## src/rtl/cpu_pkg.sv

```systemverilog
// Shared types for the fetch next-PC controller:
// branch-type codes, stage-register bundle, FSM states.
package cpu_pkg;

   localparam logic [1:0] BT_OTHER  = 2'b00;
   localparam logic [1:0] BT_JAL    = 2'b01;
   localparam logic [1:0] BT_BRANCH = 2'b10;
   localparam logic [1:0] BT_JALR   = 2'b11;

   typedef struct packed {
      logic        valid;
      logic [31:0] pc;
      logic        pTaken;
      logic [31:0] pTarget;
   } stage_t;

   typedef enum logic {RUN, PEND} fsm_e;

   typedef enum logic {RD_MRET, RD_TRAP} rd_kind_e;

   function automatic logic [31:0] pc_align(
      input logic [31:0] pc
   );
      return {pc[31:2], 2'b00};
   endfunction

endpackage

```

## src/rtl/fetch_pc_ctrl_if.sv

```systemverilog
// Bus between the fetch next-PC controller and its
// surroundings. master drives requests, slave is the controller.
interface fetch_pc_ctrl_if #(
   parameter int CNT_WIDTH = 32
);
   logic                 IF_DONE;
   logic                 MEM_DONE;
   logic                 ID_stall;
   logic                 IF_pTaken;
   logic [31:0]          IF_pTarget;
   logic [1:0]           EX_bType;
   logic                 EX_rTaken;
   logic [31:0]          EX_bTarget;
   logic                 trap_valid;
   logic [31:0]          trap_vector;
   logic                 mret_valid;
   logic [31:0]          mepc;
   logic [31:0]          IF_PC;
   logic [31:0]          ID_PC;
   logic [31:0]          EX_PC;
   logic                 EX_valid;
   logic                 flush_IFID;
   logic                 flush_IDEX;
   logic [CNT_WIDTH-1:0] br_cnt;
   logic [CNT_WIDTH-1:0] miss_cnt;

   modport master (
      output IF_DONE, MEM_DONE, ID_stall,
      output IF_pTaken, IF_pTarget,
      output EX_bType, EX_rTaken, EX_bTarget,
      output trap_valid, trap_vector,
      output mret_valid, mepc,
      input  IF_PC, ID_PC, EX_PC, EX_valid,
      input  flush_IFID, flush_IDEX,
      input  br_cnt, miss_cnt
   );

   modport slave (
      input  IF_DONE, MEM_DONE, ID_stall,
      input  IF_pTaken, IF_pTarget,
      input  EX_bType, EX_rTaken, EX_bTarget,
      input  trap_valid, trap_vector,
      input  mret_valid, mepc,
      output IF_PC, ID_PC, EX_PC, EX_valid,
      output flush_IFID, flush_IDEX,
      output br_cnt, miss_cnt
   );

endinterface

```

## src/rtl/fetch_pc_ctrl_mispredict_check.sv

```systemverilog
// EX-stage prediction check. In: EX stage bundle, resolved
// type/outcome/target. Out: miss_o, correct_pc_o.
module mispredict_check
   import cpu_pkg::*;
(
   input  stage_t      ex_i,
   input  logic [1:0]  bType_i,
   input  logic        rTaken_i,
   input  logic [31:0] bTarget_i,
   output logic        miss_o,
   output logic [31:0] correct_pc_o
);

   logic [31:0] seq_pc;
   logic        raw_miss;
   logic        tgt_diff;

   assign seq_pc   = ex_i.pc + 32'd4;
   assign tgt_diff = ex_i.pTarget != bTarget_i;

   always_comb begin
      raw_miss     = 1'b0;
      correct_pc_o = seq_pc;
      unique case (bType_i)
         BT_BRANCH: begin
            raw_miss = (ex_i.pTaken != rTaken_i)
                     | (ex_i.pTaken & rTaken_i & tgt_diff);
            correct_pc_o = rTaken_i ? bTarget_i : seq_pc;
         end
         BT_JAL, BT_JALR: begin
            raw_miss     = ~ex_i.pTaken | tgt_diff;
            correct_pc_o = bTarget_i;
         end
         default: begin
            // Predicted taken on a non-branch: stale BTB alias.
            raw_miss     = ex_i.pTaken;
            correct_pc_o = seq_pc;
         end
      endcase
   end

   assign miss_o = ex_i.valid & raw_miss;

endmodule

```

## src/rtl/fetch_pc_ctrl.sv

```systemverilog
// Fetch next-PC controller: owns IF PC, ID/EX stage regs,
// redirects (trap/mret/mispredict), flushes and perf counters.
// Ports: clk, rst (async high), bus (fetch_pc_ctrl_if.slave).
module fetch_pc_ctrl
   import cpu_pkg::*;
#(
   parameter logic [31:0] RESET_PC  = 32'h0000_0000,
   parameter int          CNT_WIDTH = 32
) (
   input  logic              clk,
   input  logic              rst,
   fetch_pc_ctrl_if.slave    bus
);

   logic [31:0]          pc_q;
   stage_t               id_q;
   stage_t               ex_q;
   fsm_e                 state_q;
   rd_kind_e             kind_q;
   logic [31:0]          addr_q;
   logic [CNT_WIDTH-1:0] br_q;
   logic [CNT_WIDTH-1:0] miss_q;

   logic        adv;
   logic        miss;
   logic [31:0] correct_pc;
   logic        pend_trap;
   logic        pend_mret;
   logic        eff_trap;
   logic        eff_mret;
   logic        redirect;
   logic [31:0] redir_pc;
   logic [31:0] seq_pc;

   mispredict_check u_chk (
      .ex_i         (ex_q),
      .bType_i      (bus.EX_bType),
      .rTaken_i     (bus.EX_rTaken),
      .bTarget_i    (bus.EX_bTarget),
      .miss_o       (miss),
      .correct_pc_o (correct_pc)
   );

   assign adv = bus.IF_DONE & bus.MEM_DONE;

   assign pend_trap = (state_q == PEND)
                    & (kind_q == RD_TRAP);
   assign pend_mret = (state_q == PEND)
                    & (kind_q == RD_MRET);

   // A latched request outranks a mispredict seen
   // in the cycle it is finally applied.
   assign eff_trap = bus.trap_valid | pend_trap;
   assign eff_mret = bus.mret_valid | pend_mret;
   assign redirect = adv & (eff_trap | eff_mret | miss);

   always_comb begin
      redir_pc = correct_pc;
      if (eff_trap) begin
         redir_pc = bus.trap_valid ? bus.trap_vector
                                   : addr_q;
      end else if (eff_mret) begin
         redir_pc = pend_mret ? addr_q : bus.mepc;
      end
   end

   assign seq_pc = bus.IF_pTaken ? bus.IF_pTarget
                                 : pc_q + 32'd4;

   always_ff @(posedge clk or posedge rst) begin
      if (rst) begin
         pc_q    <= RESET_PC;
         id_q    <= '0;
         ex_q    <= '0;
         state_q <= RUN;
         kind_q  <= RD_MRET;
         addr_q  <= '0;
         br_q    <= '0;
         miss_q  <= '0;
      end else begin
         if (adv) begin
            if (redirect) begin
               pc_q        <= pc_align(redir_pc);
               id_q.valid  <= 1'b0;
               id_q.pTaken <= 1'b0;
               ex_q.valid  <= 1'b0;
               ex_q.pTaken <= 1'b0;
            end else if (bus.ID_stall) begin
               // IF and ID hold; a bubble enters EX.
               ex_q.valid  <= 1'b0;
               ex_q.pTaken <= 1'b0;
            end else begin
               pc_q <= pc_align(seq_pc);
               id_q <= '{valid:   1'b1,
                         pc:      pc_q,
                         pTaken:  bus.IF_pTaken,
                         pTarget: bus.IF_pTarget};
               ex_q <= id_q;
            end
            if (ex_q.valid && bus.EX_bType != BT_OTHER) begin
               br_q <= br_q + CNT_WIDTH'(1);
               if (miss) begin
                  miss_q <= miss_q + CNT_WIDTH'(1);
               end
            end
         end

         unique case (state_q)
            RUN: begin
               if (!adv &&
                   (bus.trap_valid || bus.mret_valid)) begin
                  state_q <= PEND;
                  if (bus.trap_valid) begin
                     kind_q <= RD_TRAP;
                     addr_q <= bus.trap_vector;
                  end else begin
                     kind_q <= RD_MRET;
                     addr_q <= bus.mepc;
                  end
               end
            end
            PEND: begin
               if (adv) begin
                  state_q <= RUN;
               end else if (bus.trap_valid) begin
                  // A trap replaces anything latched;
                  // a later mret never displaces a trap.
                  kind_q <= RD_TRAP;
                  addr_q <= bus.trap_vector;
               end
            end
            default: state_q <= RUN;
         endcase
      end
   end

   assign bus.IF_PC      = pc_q;
   assign bus.ID_PC      = id_q.pc;
   assign bus.EX_PC      = ex_q.pc;
   assign bus.EX_valid   = ex_q.valid;
   assign bus.flush_IFID = redirect;
   assign bus.flush_IDEX = redirect;
   assign bus.br_cnt     = br_q;
   assign bus.miss_cnt   = miss_q;

endmodule

```

## src/flat_wrapper.sv

```systemverilog
// flat-port wrapper written by rule: the top's interface ports become plain ports
module fetch_pc_ctrl_flat import cpu_pkg::*;
#(
   parameter logic [31:0] RESET_PC  = 32'h0000_0000,
   parameter int          CNT_WIDTH = 32
)
  (clk, rst, bus_IF_DONE, bus_MEM_DONE, bus_ID_stall, bus_IF_pTaken, bus_IF_pTarget, bus_EX_bType, bus_EX_rTaken, bus_EX_bTarget, bus_trap_valid, bus_trap_vector, bus_mret_valid, bus_mepc, bus_IF_PC, bus_ID_PC, bus_EX_PC, bus_EX_valid, bus_flush_IFID, bus_flush_IDEX, bus_br_cnt, bus_miss_cnt);
  fetch_pc_ctrl_if #(.CNT_WIDTH(CNT_WIDTH)) bus_i ();
  input  logic clk;
  input  logic rst;
  input wire logic [$bits(bus_i.IF_DONE)-1:0] bus_IF_DONE;
  input wire logic [$bits(bus_i.MEM_DONE)-1:0] bus_MEM_DONE;
  input wire logic [$bits(bus_i.ID_stall)-1:0] bus_ID_stall;
  input wire logic [$bits(bus_i.IF_pTaken)-1:0] bus_IF_pTaken;
  input wire logic [$bits(bus_i.IF_pTarget)-1:0] bus_IF_pTarget;
  input wire logic [$bits(bus_i.EX_bType)-1:0] bus_EX_bType;
  input wire logic [$bits(bus_i.EX_rTaken)-1:0] bus_EX_rTaken;
  input wire logic [$bits(bus_i.EX_bTarget)-1:0] bus_EX_bTarget;
  input wire logic [$bits(bus_i.trap_valid)-1:0] bus_trap_valid;
  input wire logic [$bits(bus_i.trap_vector)-1:0] bus_trap_vector;
  input wire logic [$bits(bus_i.mret_valid)-1:0] bus_mret_valid;
  input wire logic [$bits(bus_i.mepc)-1:0] bus_mepc;
  output wire logic [$bits(bus_i.IF_PC)-1:0] bus_IF_PC;
  output wire logic [$bits(bus_i.ID_PC)-1:0] bus_ID_PC;
  output wire logic [$bits(bus_i.EX_PC)-1:0] bus_EX_PC;
  output wire logic [$bits(bus_i.EX_valid)-1:0] bus_EX_valid;
  output wire logic [$bits(bus_i.flush_IFID)-1:0] bus_flush_IFID;
  output wire logic [$bits(bus_i.flush_IDEX)-1:0] bus_flush_IDEX;
  output wire logic [$bits(bus_i.br_cnt)-1:0] bus_br_cnt;
  output wire logic [$bits(bus_i.miss_cnt)-1:0] bus_miss_cnt;
  assign bus_i.IF_DONE = bus_IF_DONE;
  assign bus_i.MEM_DONE = bus_MEM_DONE;
  assign bus_i.ID_stall = bus_ID_stall;
  assign bus_i.IF_pTaken = bus_IF_pTaken;
  assign bus_i.IF_pTarget = bus_IF_pTarget;
  assign bus_i.EX_bType = bus_EX_bType;
  assign bus_i.EX_rTaken = bus_EX_rTaken;
  assign bus_i.EX_bTarget = bus_EX_bTarget;
  assign bus_i.trap_valid = bus_trap_valid;
  assign bus_i.trap_vector = bus_trap_vector;
  assign bus_i.mret_valid = bus_mret_valid;
  assign bus_i.mepc = bus_mepc;
  assign bus_IF_PC = bus_i.IF_PC;
  assign bus_ID_PC = bus_i.ID_PC;
  assign bus_EX_PC = bus_i.EX_PC;
  assign bus_EX_valid = bus_i.EX_valid;
  assign bus_flush_IFID = bus_i.flush_IFID;
  assign bus_flush_IDEX = bus_i.flush_IDEX;
  assign bus_br_cnt = bus_i.br_cnt;
  assign bus_miss_cnt = bus_i.miss_cnt;
  fetch_pc_ctrl #(.RESET_PC(RESET_PC), .CNT_WIDTH(CNT_WIDTH)) u_core (.clk(clk), .rst(rst), .bus(bus_i));
endmodule
```

## config.mk

```make
export PLATFORM = sky130hd
export DESIGN_NAME = fetch_pc_ctrl_flat
export DESIGN_NICKNAME = d
export VERILOG_FILES = /design/src/rtl/cpu_pkg.sv /design/src/rtl/fetch_pc_ctrl_if.sv /design/src/rtl/fetch_pc_ctrl_mispredict_check.sv /design/src/rtl/fetch_pc_ctrl.sv /design/src/flat_wrapper.sv
export SDC_FILE = /design/constraint.sdc
export NUM_CORES = 1
export LEC_CHECK = 0
export BUFFER_PORTS_ARGS = -buffer_cell sky130_fd_sc_hd__buf_2
export CELL_PAD_IN_SITES_DETAIL_PLACEMENT = 1
export CELL_PAD_IN_SITES_GLOBAL_PLACEMENT = 1
export CORE_UTILIZATION = 46
export DETAILED_ROUTE_END_ITERATION = 16
export PLACE_DENSITY = 0.88
export SLEW_MARGIN = 20
export SYNTH_ARGS = -nofsm -noshare
export SYNTH_HDL_FRONTEND = slang
export SYNTH_SLANG_ARGS = --single-unit
export TNS_END_PERCENT = 5
```

## constraint.sdc

```tcl
create_clock -name clk -period 17 [get_ports clk]
set_clock_uncertainty 0.05 [all_clocks]
set_input_delay 1.7 -clock clk [delete_from_list [all_inputs] [get_ports clk]]
set_output_delay 1.7 -clock clk [all_outputs]
set_load 0.05 [all_outputs]
```

# After elaboration in Yosys (flattened, before gate mapping)
# Cells that the tools add are included.
# op_classes
n_addsub	4
n_bitwise	18
n_eq_ne	9
n_mul	0
order_cmp	0
shifts	0
mux	29
reduce_logical	12
div_mod_pow	0
# ops
operator	count
two-way mux 32 bit	11
case mux 32 bit (2 select lines)	2
two-way mux 66 bit	1
adder 32 x 1 -> 32 bit, second input constant	2
adder 32 x 3 -> 32 bit, second input constant	2
inequality test 32 bit	1
two-way mux 1 bit	12
AND reduction 3 bit	3
AND 1 bit	7
bitwise OR 1 bit	6
case mux 1 bit (2 select lines)	3
AND reduction 2 bit	3
inverter 1 bit	5
equality test 2 bit, second input constant	2
inequality test 2 x 1 -> 1 bit, second input constant	2
inequality test 2 bit, second input constant	2
equality test 2 x 1 -> 1 bit, second input constant	1
logical AND 1 bit	2
nonzero test 2 bit	1
OR reduction 2 bit	1
logical NOT 1 bit	1
logical OR 1 bit	1
inequality test 1 bit	1
# totals
output_inout_bits	163
inputBits	139
rom_bits	0
ff_bits	262
mem_bits_rw	0
wordCells	86
memories	0
latchBits	0

# Longest topological paths before layout
# depth
word_depth	9
depth_mapped	10

# By module
# A second synthesis with hierarchy kept.
# hier_totals
cells_unflattened	1609
area_unflattened_um2	13964.6
# modules_own_cells
module	n_inst	seq_area_each_um2	cells_each	area_each_um2
fetch_pc_ctrl	1	6331.1	1409	12697.2
mispredict_check	1	0.0	200	1267.5

# Worst setup path after synthesis
# OpenSTA, ideal clock, no wires.
# synth_timing
kind	input to output
from	input port bus_EX_rTaken
to	output port bus_flush_IFID
arrival_time_ns	3.725
path_stages	8
n_path_buf	3
t_required_ns	15.250
setup_slack_ns	11.525
path_cell_list	ha_1 > nand2b_1 > nor4_1 > o41ai_2 > and2_1 > buf_2 > buf_2 > buf_4
# synth_between
elab_chain_len	7
elab_cells_between_ends	8
cone_classes	eq/ne: 1; mux: 1; bitwise: 6
# synth_lines
element	line	source
start: declaration	flat_wrapper.sv:17	input wire logic [$bits(bus_i.EX_rTaken)-1:0] bus_EX_rTaken;
AND 1 bit (2 in series)	fetch_pc_ctrl_mispredict_check.sv:27	| (ex_i.pTaken & rTaken_i & tgt_diff);
bitwise OR 1 bit *	fetch_pc_ctrl_mispredict_check.sv:27	
case mux 1 bit (2 select lines) *	fetch_pc_ctrl_mispredict_check.sv:24	unique case (bType_i)
AND 1 bit *	fetch_pc_ctrl_mispredict_check.sv:42	assign miss_o = ex_i.valid & raw_miss;
bitwise OR 1 bit *	fetch_pc_ctrl.sv:55	assign redirect = adv & (eff_trap | eff_mret | miss);
AND 1 bit *	fetch_pc_ctrl.sv:55	
end: declaration	flat_wrapper.sv:27	output wire logic [$bits(bus_i.flush_IFID)-1:0] bus_flush_IFID;
# Every way passes the cells marked *; elsewhere a longest branch is shown, timed or not.

# Final worst setup path
# layout_timing
from	input port bus_EX_bTarget[0]
to	output port bus_flush_IFID
# layout_between
elab_chain_len	7
elab_cells_between_ends	8
cone_classes	eq/ne: 1; mux: 1; bitwise: 6
# layout_lines
element	line	source
start: declaration	flat_wrapper.sv:18	input wire logic [$bits(bus_i.EX_bTarget)-1:0] bus_EX_bTarget;
inequality test 32 bit *	fetch_pc_ctrl_mispredict_check.sv:19	assign tgt_diff = ex_i.pTarget != bTarget_i;
AND 1 bit	fetch_pc_ctrl_mispredict_check.sv:27	
bitwise OR 1 bit	fetch_pc_ctrl_mispredict_check.sv:27	
case mux 1 bit (2 select lines) *	fetch_pc_ctrl_mispredict_check.sv:24	
AND 1 bit *	fetch_pc_ctrl_mispredict_check.sv:42	
bitwise OR 1 bit *	fetch_pc_ctrl.sv:55	
AND 1 bit *	fetch_pc_ctrl.sv:55	
# Marks and branches as above.

==> metrics.yaml <==
path_delay_family: "buffers and inverters"
start_util: 0.471
hold_class: "reg2reg"
num_vias: 12500
cts_resized: 0
final_antenna_net_count: 0
fin_nets: 1726
fin_crit_sh: 0.385
rrSetupSlack_ns: 12.90
routed_via_density: 6.24
min_period_ns: 6.54
fp.coreArea_mm2: 0.0299
ys.flop_type: "dfrtp_1"
synth_cell_types: 67
cts-root-buf: "clkbuf_16"
gp_congestion: 0.899
maxSlewViolCount: 0
multi_input_area_mm2: 0.00679
avgRoutedWirePerCell_um: 25.3
area_growth_pct: 16.3
drt_wl_total_um: 50600
avgSynthCellArea_um2: 10.1
syn_area_mm2: 0.0141
powerDensity_mw_per_mm2: 113
cts_made_buffers: 28
drive_above_1_share: 0.309
setup_tns_ns: 0
drc: 0
cp-start-kind: "input pin"
gr-total-overflow: 0
maxCapViolations: 0
syn_inst: 1395
status: "finished, final reports clean"
worst_ep_required_time_ns: 15.25
rows: 63
finalHoldViolations: 0
cp_slowest_cell: "and2_1"
maxSlewHeadroom: 0.319
nFillCells: 3371
die_area_mm2: 0.0313
crit_path_max_fanout: 35
cts_max_level: 1
cts_tree: "yes"
track_usage: 0.324
end_kind: "output port"
ys_warn_count: 0
cp_num_buf_inv: 4
grt_max_degree: 97
grt_pass1_vias: 12800
worstSetupPathType: "in2out"
synth_seq_cells: 254
numClockSinks: 254
timing.fmax_ghz: 0.153
insertion_delay_ns: 0.58
synth-edff-count: 0
cts-hold-fix-buffers: 0
rsz0062_at_grt: "false"
die_y_um: 177
synthArstFlopShare: 1.00
cp_slowest_stage_delay_ns: 0.50
hpwl_um: 35100
firstDrtPassIters: 5
grt_pass1_wl_um: 77700
regArea_mm2: 0.00636
totalPowerFinal_mw: 1.84
io_buffers: 291
ir_worst_vdd_mv: 0.100
tightest_slew_ns: 1.02
path_clk_slew_ns: 0.06
drt_iter0_markers: 1188
worst_ep_arrival_time_ns: 4.79
max-clock-path-buffers: 3
antenna_found_initial: 9
die_w_um: 177
ios: 302
cellLeakagePower_nw: 7.71
setup_violations: 0
path_cells: "buf_2 -> xor2_1 -> nor4_1 -> nand4_1 -> nor4_1 -> o41ai_4 -> buf_4 -> and2_1 -> buf_4 -> buf_2"
cts_setup_buffers: 0
seq_area_frac_synth: 0.452
-- cell usage after synthesis (12+ instances only) --
| cell type | count | area [um2] |
|---|---|---|
| nor2_1 | 53 | 199 |
| buf_4 | 67 | 503 |
| mux2_2 | 127 | 1430 |
| o21ai_0 | 98 | 490 |
| and3_1 | 38 | 238 |
| nand2_1 | 85 | 319 |
| clkbuf_1 | 70 | 263 |
| a211oi_1 | 33 | 248 |
| nor3_1 | 24 | 120 |
| nand3_1 | 58 | 290 |
| a22oi_1 | 36 | 270 |
| xor2_1 | 54 | 473 |
| buf_2 | 12 | 60.1 |
| inv_1 | 19 | 71.3 |
| o22ai_1 | 31 | 194 |
| and4_1 | 15 | 131 |
| nor4_1 | 14 | 87.6 |
| xnor2_1 | 71 | 622 |
| dfrtp_1 | 254 | 6360 |
| a21oi_1 | 60 | 300 |
| nand4_1 | 30 | 188 |
| mux2i_1 | 21 | 210 |
-- flip-flops by register name (all words and copies together), names as in the netlist --
register	count
u_core.bus.br_cnt	32
u_core.bus.EX_valid	1
u_core.id_q	34
u_core.state_q	1
u_core.ex_q	33
u_core.bus.miss_cnt	32
u_core.addr_q	30
u_core.bus.ID_PC	30
u_core.bus.IF_PC	30
u_core.bus.EX_PC	30
u_core.kind_q	1
-- worst reg2reg max path, stage by stage, from the launching register on --
cell,delay (ns)
dfrtp_1,0.42
xor2_1,0.19
nor4_1,0.45
nand4_1,0.36
nor4_1,0.45
o41ai_4,0.14
buf_4,0.32
nor2_4,0.47
buf_4,0.69
mux2_2,0.45
-- per-stage QoR --
stage	setup slack, ns	std cells	hold WS, ns	area, um2	utilization
after floorplan	8.26	1400	0.416	14100	-
after global placement	10.61	1942	0.402	15300	0.512
after detailed placement	10.54	1942	0.416	15300	0.512
after CTS	10.53	1994	0.428	16300	0.546
after global routing	10.33	1998	0.440	16300	0.547
final	10.46	2003	0.424	16300	0.547
-- kinds of logic after synthesis --
| family | Yosys count | synth area share |
|---|---|---|
| AO/OA/AOI/OAI | 328 | 0.150 |
| XOR/XNOR | 125 | 0.0779 |
| adder cells (fa/ha/maj) | 5 | 0.00445 |
| buffers and inverters | 177 | 0.0683 |
| flip-flops | 254 | 0.452 |
| multiplexers | 148 | 0.117 |
| other | 1 | 0.000267 |
| AND/OR/NAND/NOR | 357 | 0.131 |
-- path summary, 6_finish.rpt --
check                                      start                    end  depth (start not counted)
setup / recovery               bus_EX_bTarget[0]         bus_flush_IFID                         10
hold / removal             u_core.bus.br_cnt[31]  u_core.bus.br_cnt[31]                          1
setup reg to reg                 u_core.ex_q[26]        u_core.id_q[12]                          9
hold reg to reg            u_core.bus.br_cnt[31]  u_core.bus.br_cnt[31]                          1
max in group asynchronous                    rst   u_core.bus.IF_PC[26]                          3
min in group asynchronous                    rst      u_core.addr_q[14]                          2
-- cell usage in the layout, fill, tap and decap left out, drive strengths merged, types with 14 or more instances in the layout --
cell	instances
a211oi	33
a21oi	60
a22oi	36
and3	38
and4	15
buf	309
clkbuf	31
dfrtp	254
inv	21
mux2	127
mux2i	21
nand2	85
nand3	58
nand4	30
nor2	54
nor3	25
nor4	14
o21ai	98
o22ai	31
xnor2	71
xor2	54
-- layer usage --
layer | global-route usage | vias up | part of all wire
met2 | 0.521 | 627 | 0.47
met3 | 0.0662 | 128 | 0.077
met4 | 0.116 | 2 | 0.036
met5 | 0 | - | 0.00038
met1 | 0.431 | 6352 | 0.42
li1 | - | 5398 | -
-- report_power, final --
| group | switching (mW) | internal [mW] | total, mW | leakage, nW |
|---|---|---|---|---|
| clock | 0.277 | 0.398 | 0.675 | 0.478 |
| sequential | 0.0839 | 0.672 | 0.756 | 3.34 |
| combinational | 0.287 | 0.125 | 0.412 | 3.89 |
| total | 0.648 | 1.19 | 1.84 | 7.71 |
-- final cells by class --
class,count,share of cell area
Tap cell,390,0.0298
Clock inverter,21,0.0188
Sequential cell,254,0.389
Timing Repair Buffer,309,0.0976
Antenna cell,9,0.00138
Inverter,20,0.00505
Clock buffer,31,0.0435
Multi-Input combinational cell,969,0.415
No activity file was read; power rests on OpenSTA's default activity.
